**src/rtl/asic_sched_pkg.sv**
```systemverilog
// Shared types and default sizing for the load scheduler.
package asic_sched_pkg;

   typedef enum logic [1:0] {
      S_IDLE    = 2'd0,
      S_FEED    = 2'd1,
      S_COLLECT = 2'd2,
      S_DONE    = 2'd3
   } state_t;

   typedef logic [10:0] addr_t;

   localparam int LOAD_WORDS_DEF     = 1104;
   localparam int BIAS_BASE_DEF      = 1040;
   localparam int OFMAP_WORDS_DEF    = 64;
   localparam int TIMEOUT_CYCLES_DEF = 4096;

endpackage

```
**src/rtl/asic_sched_feed.sv**
```systemverilog
// Buffer read-address sequencer with one-cycle data alignment and stream-start pulse.
module asic_sched_feed
   import asic_sched_pkg::*;
(
   input  logic        i_clk,
   input  logic        i_rst_n,
   input  logic        i_start,
   input  logic        i_run,
   input  addr_t       i_len,
   input  logic [31:0] i_rdata,
   output addr_t       o_raddr,
   output logic [31:0] o_data,
   output logic        o_ready,
   output logic        o_last
);

   addr_t r_raddr;
   logic  r_active;
   logic  r_dvalid;
   logic  r_first;
   logic  r_last;
   addr_t w_last_addr;

   assign w_last_addr = i_len - addr_t'(1);

   always_ff @(posedge i_clk or negedge i_rst_n) begin
      if (!i_rst_n) begin
         r_raddr  <= '0;
         r_active <= 1'b0;
         r_dvalid <= 1'b0;
         r_first  <= 1'b0;
         r_last   <= 1'b0;
      end else if (i_start) begin
         r_raddr  <= '0;
         r_active <= 1'b1;
         r_dvalid <= 1'b0;
         r_first  <= 1'b0;
         r_last   <= 1'b0;
      end else if (!i_run) begin
         r_active <= 1'b0;
         r_dvalid <= 1'b0;
         r_first  <= 1'b0;
         r_last   <= 1'b0;
      end else begin
         // flags describe the word that the buffer returns in the next cycle
         r_dvalid <= r_active;
         r_first  <= r_active && (r_raddr == '0);
         r_last   <= r_active && (r_raddr == w_last_addr);
         if (r_active) begin
            if (r_raddr == w_last_addr) r_active <= 1'b0;
            else                        r_raddr  <= r_raddr + addr_t'(1);
         end
      end
   end

   assign o_raddr = r_raddr;
   assign o_data  = (i_run && r_dvalid) ? i_rdata : '0;
   assign o_ready = i_run && r_first;
   assign o_last  = i_run && r_last;

endmodule

```
**src/rtl/asic_load_sched.sv**
```systemverilog
// Accelerator load scheduler: streams buffer words, collects results, optional bias feedback pass.
// Define ASIC_SCHED_TIMEOUT_EN to build the COLLECT-phase watchdog that drives err.
//
// state     | meaning
// S_IDLE    | waiting for start
// S_FEED    | streaming buffer words to the accelerator
// S_COLLECT | feed finished, waiting for remaining results
// S_DONE    | job finished, irq held until irq_clr
module asic_load_sched
   import asic_sched_pkg::*;
#(
   parameter int LOAD_WORDS  = LOAD_WORDS_DEF,
   parameter int BIAS_BASE   = BIAS_BASE_DEF,
   parameter int OFMAP_WORDS = OFMAP_WORDS_DEF
`ifdef ASIC_SCHED_TIMEOUT_EN
   ,
   parameter int TIMEOUT_CYCLES = TIMEOUT_CYCLES_DEF
`endif
)(
   input  logic        ACLK,
   input  logic        ARESETn,
   input  logic        start,
   input  logic        mode,
   input  logic        irq_clr,
   output logic [10:0] buf_raddr,
   input  logic [31:0] buf_rdata,
   output logic        buf_we,
   output logic [10:0] buf_waddr,
   output logic [31:0] buf_wdata,
   output logic        acc_ready,
   output logic [31:0] acc_data,
   input  logic        acc_valid,
   input  logic [31:0] acc_ofmap,
   output logic        of_we,
   output logic [6:0]  of_waddr,
   output logic [31:0] of_wdata,
   output logic        irq,
   output logic        busy,
   output logic        err
);

   state_t r_state;
   logic   r_pass;
   logic   r_mode;
   addr_t  r_res_cnt;

   logic   w_take;
   logic   w_bias_pass;
   logic   w_pass_done;
   logic   w_feed_start;
   logic   w_feed_last;
   logic   w_timeout;
   addr_t  w_feed_len;

   assign w_take       = acc_valid && ((r_state == S_FEED) || (r_state == S_COLLECT));
   assign w_bias_pass  = r_mode && !r_pass;
   assign w_pass_done  = w_take && (r_res_cnt == addr_t'(OFMAP_WORDS - 1));
   assign w_feed_start = ((r_state == S_IDLE) && start) || (w_pass_done && w_bias_pass);
   assign w_feed_len   = w_bias_pass ? addr_t'(BIAS_BASE) : addr_t'(LOAD_WORDS);

   asic_sched_feed u_feed (
      .i_clk   (ACLK),
      .i_rst_n (ARESETn),
      .i_start (w_feed_start),
      .i_run   (r_state == S_FEED),
      .i_len   (w_feed_len),
      .i_rdata (buf_rdata),
      .o_raddr (buf_raddr),
      .o_data  (acc_data),
      .o_ready (acc_ready),
      .o_last  (w_feed_last)
   );

`ifdef ASIC_SCHED_TIMEOUT_EN
   logic [15:0] r_wdog;
   logic        r_err;

   assign w_timeout = (r_state == S_COLLECT) && !w_take &&
                      (r_wdog == 16'(TIMEOUT_CYCLES - 1));

   always_ff @(posedge ACLK or negedge ARESETn) begin
      if (!ARESETn) begin
         r_wdog <= '0;
         r_err  <= 1'b0;
      end else begin
         if ((r_state != S_COLLECT) || w_take) r_wdog <= '0;
         else if (!w_timeout)                  r_wdog <= r_wdog + 16'd1;
         if ((r_state == S_IDLE) && start) r_err <= 1'b0;
         else if (w_timeout)               r_err <= 1'b1;
      end
   end

   assign err = r_err;
`else
   assign w_timeout = 1'b0;
   assign err       = 1'b0;
`endif

   always_ff @(posedge ACLK or negedge ARESETn) begin
      if (!ARESETn) begin
         r_state   <= S_IDLE;
         r_pass    <= 1'b0;
         r_mode    <= 1'b0;
         r_res_cnt <= '0;
      end else begin
         case (r_state)
            S_IDLE: begin
               if (start) begin
                  r_state   <= S_FEED;
                  r_pass    <= 1'b0;
                  r_mode    <= mode;
                  r_res_cnt <= '0;
               end
            end
            S_FEED, S_COLLECT: begin
               if (w_pass_done) begin
                  r_res_cnt <= '0;
                  if (w_bias_pass) begin
                     r_pass  <= 1'b1;
                     r_state <= S_FEED;
                  end else begin
                     r_state <= S_DONE;
                  end
               end else begin
                  if (w_take) r_res_cnt <= r_res_cnt + addr_t'(1);
                  if (w_timeout)                               r_state <= S_DONE;
                  else if ((r_state == S_FEED) && w_feed_last) r_state <= S_COLLECT;
               end
            end
            S_DONE: begin
               if (irq_clr) r_state <= S_IDLE;
            end
            default: r_state <= S_IDLE;
         endcase
      end
   end

   // result writes are combinational so a result is stored in the cycle it arrives
   assign buf_we    = w_take && w_bias_pass;
   assign buf_waddr = buf_we ? (addr_t'(BIAS_BASE) + r_res_cnt) : '0;
   assign buf_wdata = buf_we ? acc_ofmap : '0;
   assign of_we     = w_take && !w_bias_pass;
   assign of_waddr  = of_we ? r_res_cnt[6:0] : '0;
   assign of_wdata  = of_we ? acc_ofmap : '0;

   assign irq  = (r_state == S_DONE);
   assign busy = (r_state != S_IDLE);

endmodule

```
**config.mk**
```make
export PLATFORM = sky130hd
export DESIGN_NAME = asic_load_sched
export DESIGN_NICKNAME = d
export VERILOG_FILES = /design/src/rtl/asic_sched_pkg.sv /design/src/rtl/asic_sched_feed.sv /design/src/rtl/asic_load_sched.sv
export SDC_FILE = /design/constraint.sdc
export NUM_CORES = 1
export LEC_CHECK = 0
export CAP_MARGIN = 20
export CORE_MARGIN = 2
export CORE_UTILIZATION = 30
export CTS_CLUSTER_SIZE = 10
export DETAILED_ROUTE_END_ITERATION = 8
export PLACE_DENSITY = 0.85
export SETUP_SLACK_MARGIN = 0.4
export SLEW_MARGIN = 20
export SYNTH_ARGS = -nofsm -noshare
export SYNTH_HDL_FRONTEND = slang
export SYNTH_SLANG_ARGS = --single-unit
```
**constraint.sdc**
```tcl
create_clock -name ACLK -period 2.2 [get_ports ACLK]
set_input_delay 0.44 -clock ACLK [delete_from_list [all_inputs] [get_ports ACLK]]
set_output_delay 0.44 -clock ACLK [all_outputs]
set_load 0.02 [all_outputs]
```
==> results.py, run 1 <==
metrics = {
    "synthesis": {
        "netlist_instances": 307,
        "ys_warn_count": 0,
        "ys.flop_type": "dfrtp_1",
        "syn_avg_cell_area_um2": 8.008,
        "syn-num-nets": 384,
        "yosys.area.top_type": "dfrtp_1",
        "synth_edf_count": 0,
        "yosysSeqAreaShare_pct": 30.53,
        "ys_ff_latch": 30,
        "synth_top_area_share_pct": 30.53,
        "async_flop_share_pct": 100.0,
        "yosysUniqueCellTypes": 41,
        "synth_area_um2": 2459,
        "synth_area_leaders": "dfrtp_1 31%, and2_1 20%, and3_1 8.9%",
    },
    "global_route": {
        "grt_pass1_vias": 3304,
        "antenna_found_initial": 0,
        "grt_pass1_wl_um": 17810,
        "grt_util_all_layers_pct": 25.54,
        "grt_start_max_net_pins": 33,
        "grt-ovfl-total": 0,
    },
    "clocking": {
        "cts_sinks": 30,
        "clockBufferDepth": 2,
        "cts_buffers": 5,
        "ctsHtreeMaxLevel": 2,
        "hold_buffers": 0,
        "clk_latency_ps": 290,
        "cts_tree": "done",
        "cts-root-buf": "clkbuf_8",
        "clk_pin_slew_ps": 70,
    },
    "finish": {
        "final_nets": 653,
        "final_cell_mix": "135 x buf_6, 70 x clkdlybuf4s50_1, 68 x and2_4, 37 x buf_4, 33 x and3_4",
        "diodes": 0,
        "layout_commonest_cell": "buf_6",
        "drive_above_1_share_pct": 67.59,
        "syn2layout_area_growth_pct": 166.9,
    },
    "worst_setup_path": {
        "crit_arrival_ps": 1930,
        "critical_path.max_fanout": 10,
        "cp-end-kind": "output pin",
        "path_class": "reg -> out",
        "start_kind": "flop",
        "cp_data_required_time_ps": 1760,
    },
    "place": {
        "post-dp-hpwl_um": 7055,
        "place_congestion": 0.8346,
        "portBuffers": 199,
        "dp_slack_ps": -650.6,
    },
    "pwr": {
        "power_leakage_uw": 0.003072,
        "p_per_area_nw_per_um2": 983.3,
        "peakVddDrop_uv": 812.0,
    },
    "sta": {
        "clock_skew_ps": 11.95,
        "clock.fmax_ghz": 0.4228,
        "slew_viol_final": 0,
        "fin_crit_sh_pct": 107.5,
        "rsz0062_at_grt": "yes",
        "fin_ws_ps": -165.4,
        "setup_tns_ps": -11800,
        "finalCriticalPeriod_ps": 2365,
        "finalSetupViolCount": 105,
        "hold_viol_final": 0,
    },
    "die": {
        "die_w_um": 94.53,
        "core_area_um2": 8093,
        "start_util_pct": 30.38,
        "rows": 33,
        "die_area_um2": 8936,
        "die_y_um": 94.53,
        "io_pins": 201,
    },
    "drt": {
        "num_vias": 3524,
        "drc": 0,
        "totalWireLength_um": 14890,
        "vias_per_cell": 5.167,
        "ant_nets": 0,
        "drt_pre_antenna_iters": 4,
        "wl_per_cell_um": 21.84,
        "drtIter0Drc": 160,
    },
    "outcome": {
        "violations": "negative setup slack",
        "status": "finished with violations",
    },
    "worst_hold_path": {
        "min_path_type": "in -> async",
    },
    "flow_run": {
        "cap_viol_max_count": 0,
    },
}
==> final timing paths <==
kind                                    startpoint                 to  slack (ps)  cells after the start
worst max-delay path                    r_state[1]        of_waddr[3]        -170                      9
worst min-delay path                       ARESETn  u_feed.o_raddr[0]         550                      2
worst max register to register          r_state[1]     u_feed.r_first         -50                     11
worst min register to register  u_feed.o_raddr[10]     u_feed.r_first         570                      1
max in group asynchronous                  ARESETn       r_res_cnt[1]        1330                      2
min in group ACLK               u_feed.o_raddr[10]     u_feed.r_first         570                      1
==> kinds of logic (layout without fill, tap and decap cells) <==
group	Yosys count	after routing	synth area share, %
multiplexers	3	3	1.323
buffers and inverters	29	299	4.885
AO/OA/AOI/OAI	24	24	7.023
XOR/XNOR	20	20	7.125
flip-flops	30	30	30.53
other	1	1	0.1525
adder cells (fa/ha/maj)	7	7	3.562
AND/OR/NAND/NOR	193	193	45.39
==> stage by stage <==
step	hold slack (ps)	cell area (um^2)	instances	util (%)	total power, uW
floorplan	144.4	2655	307	-	2348
global placement	478.4	4826	611	59.63	3465
detailed placement	523.3	4826	611	59.63	3549
CTS	538.8	5624	649	69.50	5047
global route	577.6	6563	682	81.09	6664
finish	553.2	6563	682	81.09	6453
==> Yosys cell counts, types with 3 or more instances <==
cell type,number
buf_2,3
inv_1,8
nor3_1,4
dfrtp_1,30
xnor2_1,8
nand3_1,12
nand2_1,15
o21ai_0,5
clkbuf_1,16
ha_1,7
xor2_1,12
and3_1,35
a31oi_1,6
and2_1,78
a21oi_1,5
nand4_1,3
nor2_1,30
==> state kept, by name (all words and copies together) (netlist names) <==
name / flops
r_res_cnt: 11
u_feed.o_raddr: 11
r_state: 2
r_mode: 1
r_pass: 1
u_feed.r_active: 1
u_feed.r_dvalid: 1
u_feed.r_first: 1
u_feed.r_last: 1
==> where the power goes <==
part	switching [uW]	leakage [uW]	internal, uW
clock	218	0.0000575	316
sequential	158	0.000398	664
combinational	2300	0.00262	2800
total	2680	0.00307	3780
==> final cells by class <==
cell class	count	area [um^2]
timing repair inverter	4	55.05
inverter	8	46.29
clock buffer	8	110.1
timing repair buffer	279	3183
tap	105	131.4
sequential	30	755.7
multi-input combinational	248	2281
fill	417	1530
==> critical path: stages, from the launching register on <==
cell	delay, ps
dfrtp_1	380
inv_2	70
ha_4	290
nand2_4	60
buf_6	120
nor2b_4	140
buf_6	150
clkbuf_16	160
and2_2	150
buf_6	110
==> layer usage <==
layer  GRT usage [%]  up-vias  share of wire (%)
met5               0        -                  0
li1                -     1565                  -
met1           29.36     1711                 36
met2           46.73      194                 52
met3           5.108       54                7.0
met4           9.300        0                4.2
==> repair_timing <==
item,CTS,global route
pin swaps,16,50
endpoints found under the setup margin,148,152
gates resized for setup,758,165
buffers inserted,21,25
cloned,9,8
No activity file was read; power rests on OpenSTA's default activity.
==> inputs of run 2 (changes only) <==
--- a/config.mk
+++ b/config.mk
@@ -10,6 +10,7 @@
 export CORE_UTILIZATION = 30
 export CTS_CLUSTER_SIZE = 10
 export DETAILED_ROUTE_END_ITERATION = 8
+export HOLD_SLACK_MARGIN = 0.15
 export PLACE_DENSITY = 0.85
 export SETUP_SLACK_MARGIN = 0.4
 export SLEW_MARGIN = 20
==> results of run 2 <==
No change in the layout: final DEF, timing and power equal those of run 1.
==> inputs of run 3 (changes only) <==
--- a/config.mk
+++ b/config.mk
@@ -7,11 +7,11 @@
 export LEC_CHECK = 0
 export CAP_MARGIN = 20
 export CORE_MARGIN = 2
-export CORE_UTILIZATION = 30
+export CORE_UTILIZATION = 36
 export CTS_CLUSTER_SIZE = 10
 export DETAILED_ROUTE_END_ITERATION = 8
 export HOLD_SLACK_MARGIN = 0.15
-export PLACE_DENSITY = 0.85
+export PLACE_DENSITY = 0.95
 export SETUP_SLACK_MARGIN = 0.4
 export SLEW_MARGIN = 20
 export SYNTH_ARGS = -nofsm -noshare
==> constraint.sdc (replaced) <==
create_clock -name ACLK -period 3 [get_ports ACLK]
set_input_delay 0.6 -clock ACLK [delete_from_list [all_inputs] [get_ports ACLK]]
set_output_delay 0.6 -clock ACLK [all_outputs]
set_load 0.02 [all_outputs]
==> run 3 against run 2 <==
Compared with the run above: the run now ends clean; total power fell by 55%; clock skew fell by 6.7 ps; non-clock buffer count down 62; sequential share of layout area is 4.7 points higher; count of clock-buffer cells in the layout fell by 1; worst hold slack got worse by 61 ps; die area fell by 16%; worst setup slack improved by 560 ps.
==> results.py, run 3 (same netlist as run 1, synthesis figures left out) <==
metrics = {
    "die": {
        "io_pins": 201,
        "start_util_pct": 36.59,
        "core_area_um2": 6719,
        "rows": 30,
        "die_w_um": 86.64,
        "die_y_um": 86.64,
        "die_area_um2": 7506,
    },
    "worst_setup_path": {
        "cp_data_required_time_ps": 2400,
        "crit_arrival_ps": 2000,
        "cp-end-kind": "output pin",
        "path_class": "reg -> out",
        "ff2ff_path_depth": 6,
        "critical_path.max_fanout": 32,
        "start_kind": "flop",
    },
    "finish": {
        "multi_input_area_um2": 1645,
        "drive_above_1_share_pct": 27.01,
        "fin_cells": 591,
        "syn2layout_area_growth_pct": 88.96,
        "final_nets": 587,
        "layout_commonest_cell": "clkdlybuf4s50_1",
        "seqCellArea_um2": 752.0,
        "nFillCells": 517,
        "final_area_um2": 4646,
        "final_cell_mix": "83 x clkdlybuf4s50_1, 67 x and2_1, 53 x buf_4, 35 x and3_1",
        "diodes": 0,
        "finish.utilization_pct": 69.14,
    },
    "clocking": {
        "cts-root-buf": "clkbuf_8",
        "cts_tree": "done",
        "hold_buffers": 0,
        "clockBufferDepth": 2,
        "clk_latency_ps": 290,
        "ctsHtreeMaxLevel": 2,
        "clk_pin_slew_ps": 60,
        "cts_buffers": 5,
        "cts_sinks": 30,
    },
    "global_route": {
        "grt_util_all_layers_pct": 25.20,
        "grt_start_max_net_pins": 33,
        "grt-ovfl-total": 0,
        "grt_pass1_vias": 2847,
        "grt_pass1_wl_um": 14840,
        "antenna_found_initial": 0,
    },
    "drt": {
        "totalWireLength_um": 10100,
        "ant_nets": 0,
        "drtIter0Drc": 122,
        "vias_per_cell": 5.061,
        "drc": 0,
        "num_vias": 2991,
        "drt_pre_antenna_iters": 5,
        "wl_per_cell_um": 17.08,
    },
    "place": {
        "post-dp-hpwl_um": 7415,
        "dp_slack_ps": -98.02,
        "dpl.cell_count": 576,
        "placed_cell_area_um2": 4581,
        "place_congestion": 0.8601,
        "portBuffers": 199,
    },
    "sta": {
        "fin_ws_ps": 395.8,
        "tightest_slew_ps": 639.7,
        "finalSetupViolCount": 0,
        "clock.fmax_ghz": 0.3840,
        "finalCriticalPeriod_ps": 2604,
        "slew_viol_final": 0,
        "fin_crit_sh_pct": 86.81,
        "clock_skew_ps": 5.298,
        "setup_tns_ps": 0,
        "slew_headroom_pct": 57.35,
        "rsz0062_at_grt": "yes",
        "hold_viol_final": 0,
    },
    "pwr": {
        "p_seq_share_pct": 21.3,
        "combPwrFrac_pct": 66.9,
        "p_clk_share_pct": 11.9,
        "p_sw_uw": 1302,
        "p_per_area_nw_per_um2": 622.4,
        "peakVddDrop_uv": 479.0,
        "power_leakage_uw": 0.002497,
        "internal_power_uw": 1590,
        "swShare_pct": 45.02,
    },
    "outcome": {
        "status": "finished, final reports clean",
    },
    "flow_run": {
        "cap_viol_max_count": 0,
    },
    "worst_hold_path": {
        "hold_depth": 2,
        "min_path_type": "reg -> reg",
    },
}
## run 3: changes by cell type in the layout (fill, tap and decap cells not counted), moves of 10 or more
cell	delta
and2_1	+67
and2_2	-10
and2_4	-57
and3_1	+32
and3_4	-32
buf_2	+17
buf_4	+16
buf_6	-125
clkdlybuf4s15_2	+11
clkdlybuf4s50_1	+13
dlygate4sd2_1	+20
nor2_1	+20
nor2_4	-15
## run 3: stage by stage
step / hold WS (ps) / power [uW]
2_1_floorplan: 304.4 / 1589
3_3_place_gp: 471.3 / 2436
3_5_place_dp: 479.8 / 2479
4_1_cts: 493.1 / 2778
5_1_grt: 506.6 / 3062
6_report: 492.7 / 2892
## run 3: power by group through the flow
stage / Combinational (uW) / Clock (uW) / Sequential (uW)
3_3_place_gp: 1830 / 0 / 610
5_1_grt: 2070 / 361 / 635
6_report: 1930 / 343 / 615
3_5_place_dp: 1860 / 0 / 618
2_1_floorplan: 1020 / 0 / 572
4_1_cts: 1830 / 342 / 610
## run 3: worst paths after layout
path | startpoint | to | slack (ps)
max | r_state[1] | acc_data[16] | 400
min | r_pass | r_pass | 490
max reg2reg | r_res_cnt[1] | u_feed.r_first | 850
min reg2reg | r_pass | r_pass | 490
max in group asynchronous | ARESETn | r_res_cnt[4] | 2010
min in group asynchronous | ARESETn | u_feed.o_raddr[5] | 690
## run 3: critical path: stages, from the launching register on
cell,delay [ps]
dfrtp_1,410
inv_2,100
ha_2,280
buf_12,180
and3_1,160
clkdlybuf4s50_1,600
## run 3: final cells by class
| class | count | share of cell area, % |
|---|---|---|
| inverters | 8 | 0.7002 |
| well taps | 80 | 2.155 |
| flip-flops and latches | 30 | 16.19 |
| repair buffers | 217 | 43.58 |
| clock inverters | 1 | 0.1077 |
| clock buffers | 7 | 1.858 |
| multi-input cells | 248 | 35.42 |
## run 3: what timing repair did
action                                  CTS  global route
resized for setup                       335            91
hold endpoints to repair                  0             0
endpoints found under the setup margin  115            93
gates cloned                              2             0
buffers inserted                          3             2
## run 3: routing by layer
layer  wire (um)  global-route usage, %  up-vias
li1            -                      -     1425
met1        3873                  31.02     1377
met2        4958                  40.56      164
met3        1038                  10.10       25
met4         225                  7.670        0
met5           0                      0        -
==> variant (config.mk and constraints of run 3) <==
The 4 states of `state_t` get a one-hot encoding in 4 bits.
--- a/src/rtl/asic_sched_pkg.sv
+++ b/src/rtl/asic_sched_pkg.sv
@@ -2,9 +2,9 @@
 package asic_sched_pkg;
 
-   typedef enum logic [1:0] {
-      S_IDLE    = 2'd0,
-      S_FEED    = 2'd1,
-      S_COLLECT = 2'd2,
-      S_DONE    = 2'd3
+   typedef enum logic [3:0] {
+      S_IDLE    = 4'b0001,
+      S_FEED    = 4'b0010,
+      S_COLLECT = 4'b0100,
+      S_DONE    = 4'b1000
    } state_t;
 
Check against the original RTL: no difference found for any inputs over 10 cycles, from zero or initial values and one cycle with ARESETn low; not proved beyond that.
==> variant against run 3 <==
Final cell count grew 6.4%. Largest cell class unchanged. Setup slack lost 0.25 ns. Via count grew 7.5%. Sequential cell count grew 2. Area after synthesis grew 5.5%. Power shrank 30%. Routed wire length grew 9.0%. Highest routed layer unchanged. Cell area grew 14%.
==> variant: results (changes against run 3) <==
{| class="wikitable"
! Metric !! Value
|-
| Routing usage on met2 || 48.17% (+7.6 points)
|-
| Most numerous cell types in the synthesized netlist || sky130_fd_sc_hd__and2_1, sky130_fd_sc_hd__and3_1, sky130_fd_sc_hd__dfrtp_1
|-
| Design internal power || 0.001268 W (-20%)
|-
| Static leakage || 2.972 nW (+19%)
|-
| Crit-path max cell delay || 0.41 ns (-0.19 ns)
|-
| Count of nets after finishing || 606 (+3.2%)
|-
| First-pass detailed-route iteration total || 4 (-1)
|-
| Slew at the pin closest to its max-slew limit || 0.6779 ns (+0.03822 ns)
|-
| Clock tree skew after final layout || 0.008033 ns (+0.002735 ns)
|-
| Sequential-to-total area share from yosys stat || 30.91% (+0.37 points)
|-
| Power density cells || 381.6 nW/um^2 (-39%)
|-
| Core Util, Final || 76.78% (+7.6 points)
|-
| Detailed placer's ending HPWL || 7.164 mm (-3.4%)
|-
| Post-Route M1 WL || 4.212 mm (+8.8%)
|-
| Routed wire per std cell || 17.50 um (+2.5%)
|-
| Portion of total power attributed to sequential cells || 26.6% (+5.3 points)
|-
| Slowest stage cell, crit path || sky130_fd_sc_hd__dfrtp_1
|-
| Status || finished, final reports clean
|-
| Cell class contributing the biggest share of worst-path delay || simple AND/OR/NAND/NOR gates
|-
| Combinational power || 0.00106 W (-45%)
|-
| Placed cell count || 595 (+3.3%)
|-
| 1st-iter DRT viols || 121 (-0.82%)
|-
| Library cells used by synthesis || 54 (+32%)
|-
| Cell types occupying the most area after synthesis || sky130_fd_sc_hd__dfrtp_1, sky130_fd_sc_hd__and2_1, sky130_fd_sc_hd__and3_1
|-
| Total global routing track utilization || 26.91% (+1.7 points)
|-
| Drt total wl || 11.01 mm (+9.0%)
|-
| CP max FO || 5 (-84%)
|}
-- variant: cell count changes after synthesis, sizes merged, moves of 4 or more --
| cell | before | now |
|---|---|---|
| nand3 | 12 | 7 |
| nand4 | 3 | 8 |
| and3 | 36 | 41 |
| clkbuf | 16 | 12 |
| a31oi | 6 | 2 |
| buf | 5 | 9 |
| nand2 | 16 | 9 |
-- variant: final cells by class --
cell class / instances / share of cell area, %
repair buffers: 236 / 45.86
clock buffers: 5 / 1.305
clock inverters: 3 / 0.8066
inverters: 5 / 0.4033
multi-input cells: 252 / 34.12
well taps: 96 / 2.278
flip-flops and latches: 32 / 15.23
-- variant: cell families (layout without fill, tap and decap cells) --
kind of cell	Yosys count	in the layout	share of synthesized area, %
adders and majority gates	4	4	1.929
and+or+nand+nor	205	205	48.07
xor gates and xnor gates	22	22	7.425
other	1	1	0.1445
DFF	32	32	30.91
buffers and inverters	26	249	5.207
muxes	3	3	1.205
AOI/OAI and AO/OA	17	17	5.111
-- variant: repair_timing --
action,4_1_cts,5_1_grt
resized for setup,444,53
buffers inserted,15,2
endpoints found under the setup margin,119,103
pin swaps,29,5
gates cloned,9,0
endpoints found under the hold margin,0,0
-- variant: final timing paths --
path	from	to	slack (ns)	depth (start not counted)
max reg2reg	r_res_cnt[7]$_DFFE_PN0P_	r_res_cnt[4]$_DFFE_PN0P_	0.89	5
min reg2reg	r_pass$_DFFE_PN0P_	r_pass$_DFFE_PN0P_	0.49	2
max	r_state[3]$_DFFE_PN0P_	buf_waddr[2]	0.15	9
max in group asynchronous	ARESETn	r_state[0]$_DFFE_PN1P_	1.96	2
min	r_pass$_DFFE_PN0P_	r_pass$_DFFE_PN0P_	0.49	2
min in group asynchronous	ARESETn	u_feed.o_raddr[1]$_DFFE_PN0P_	0.70	2
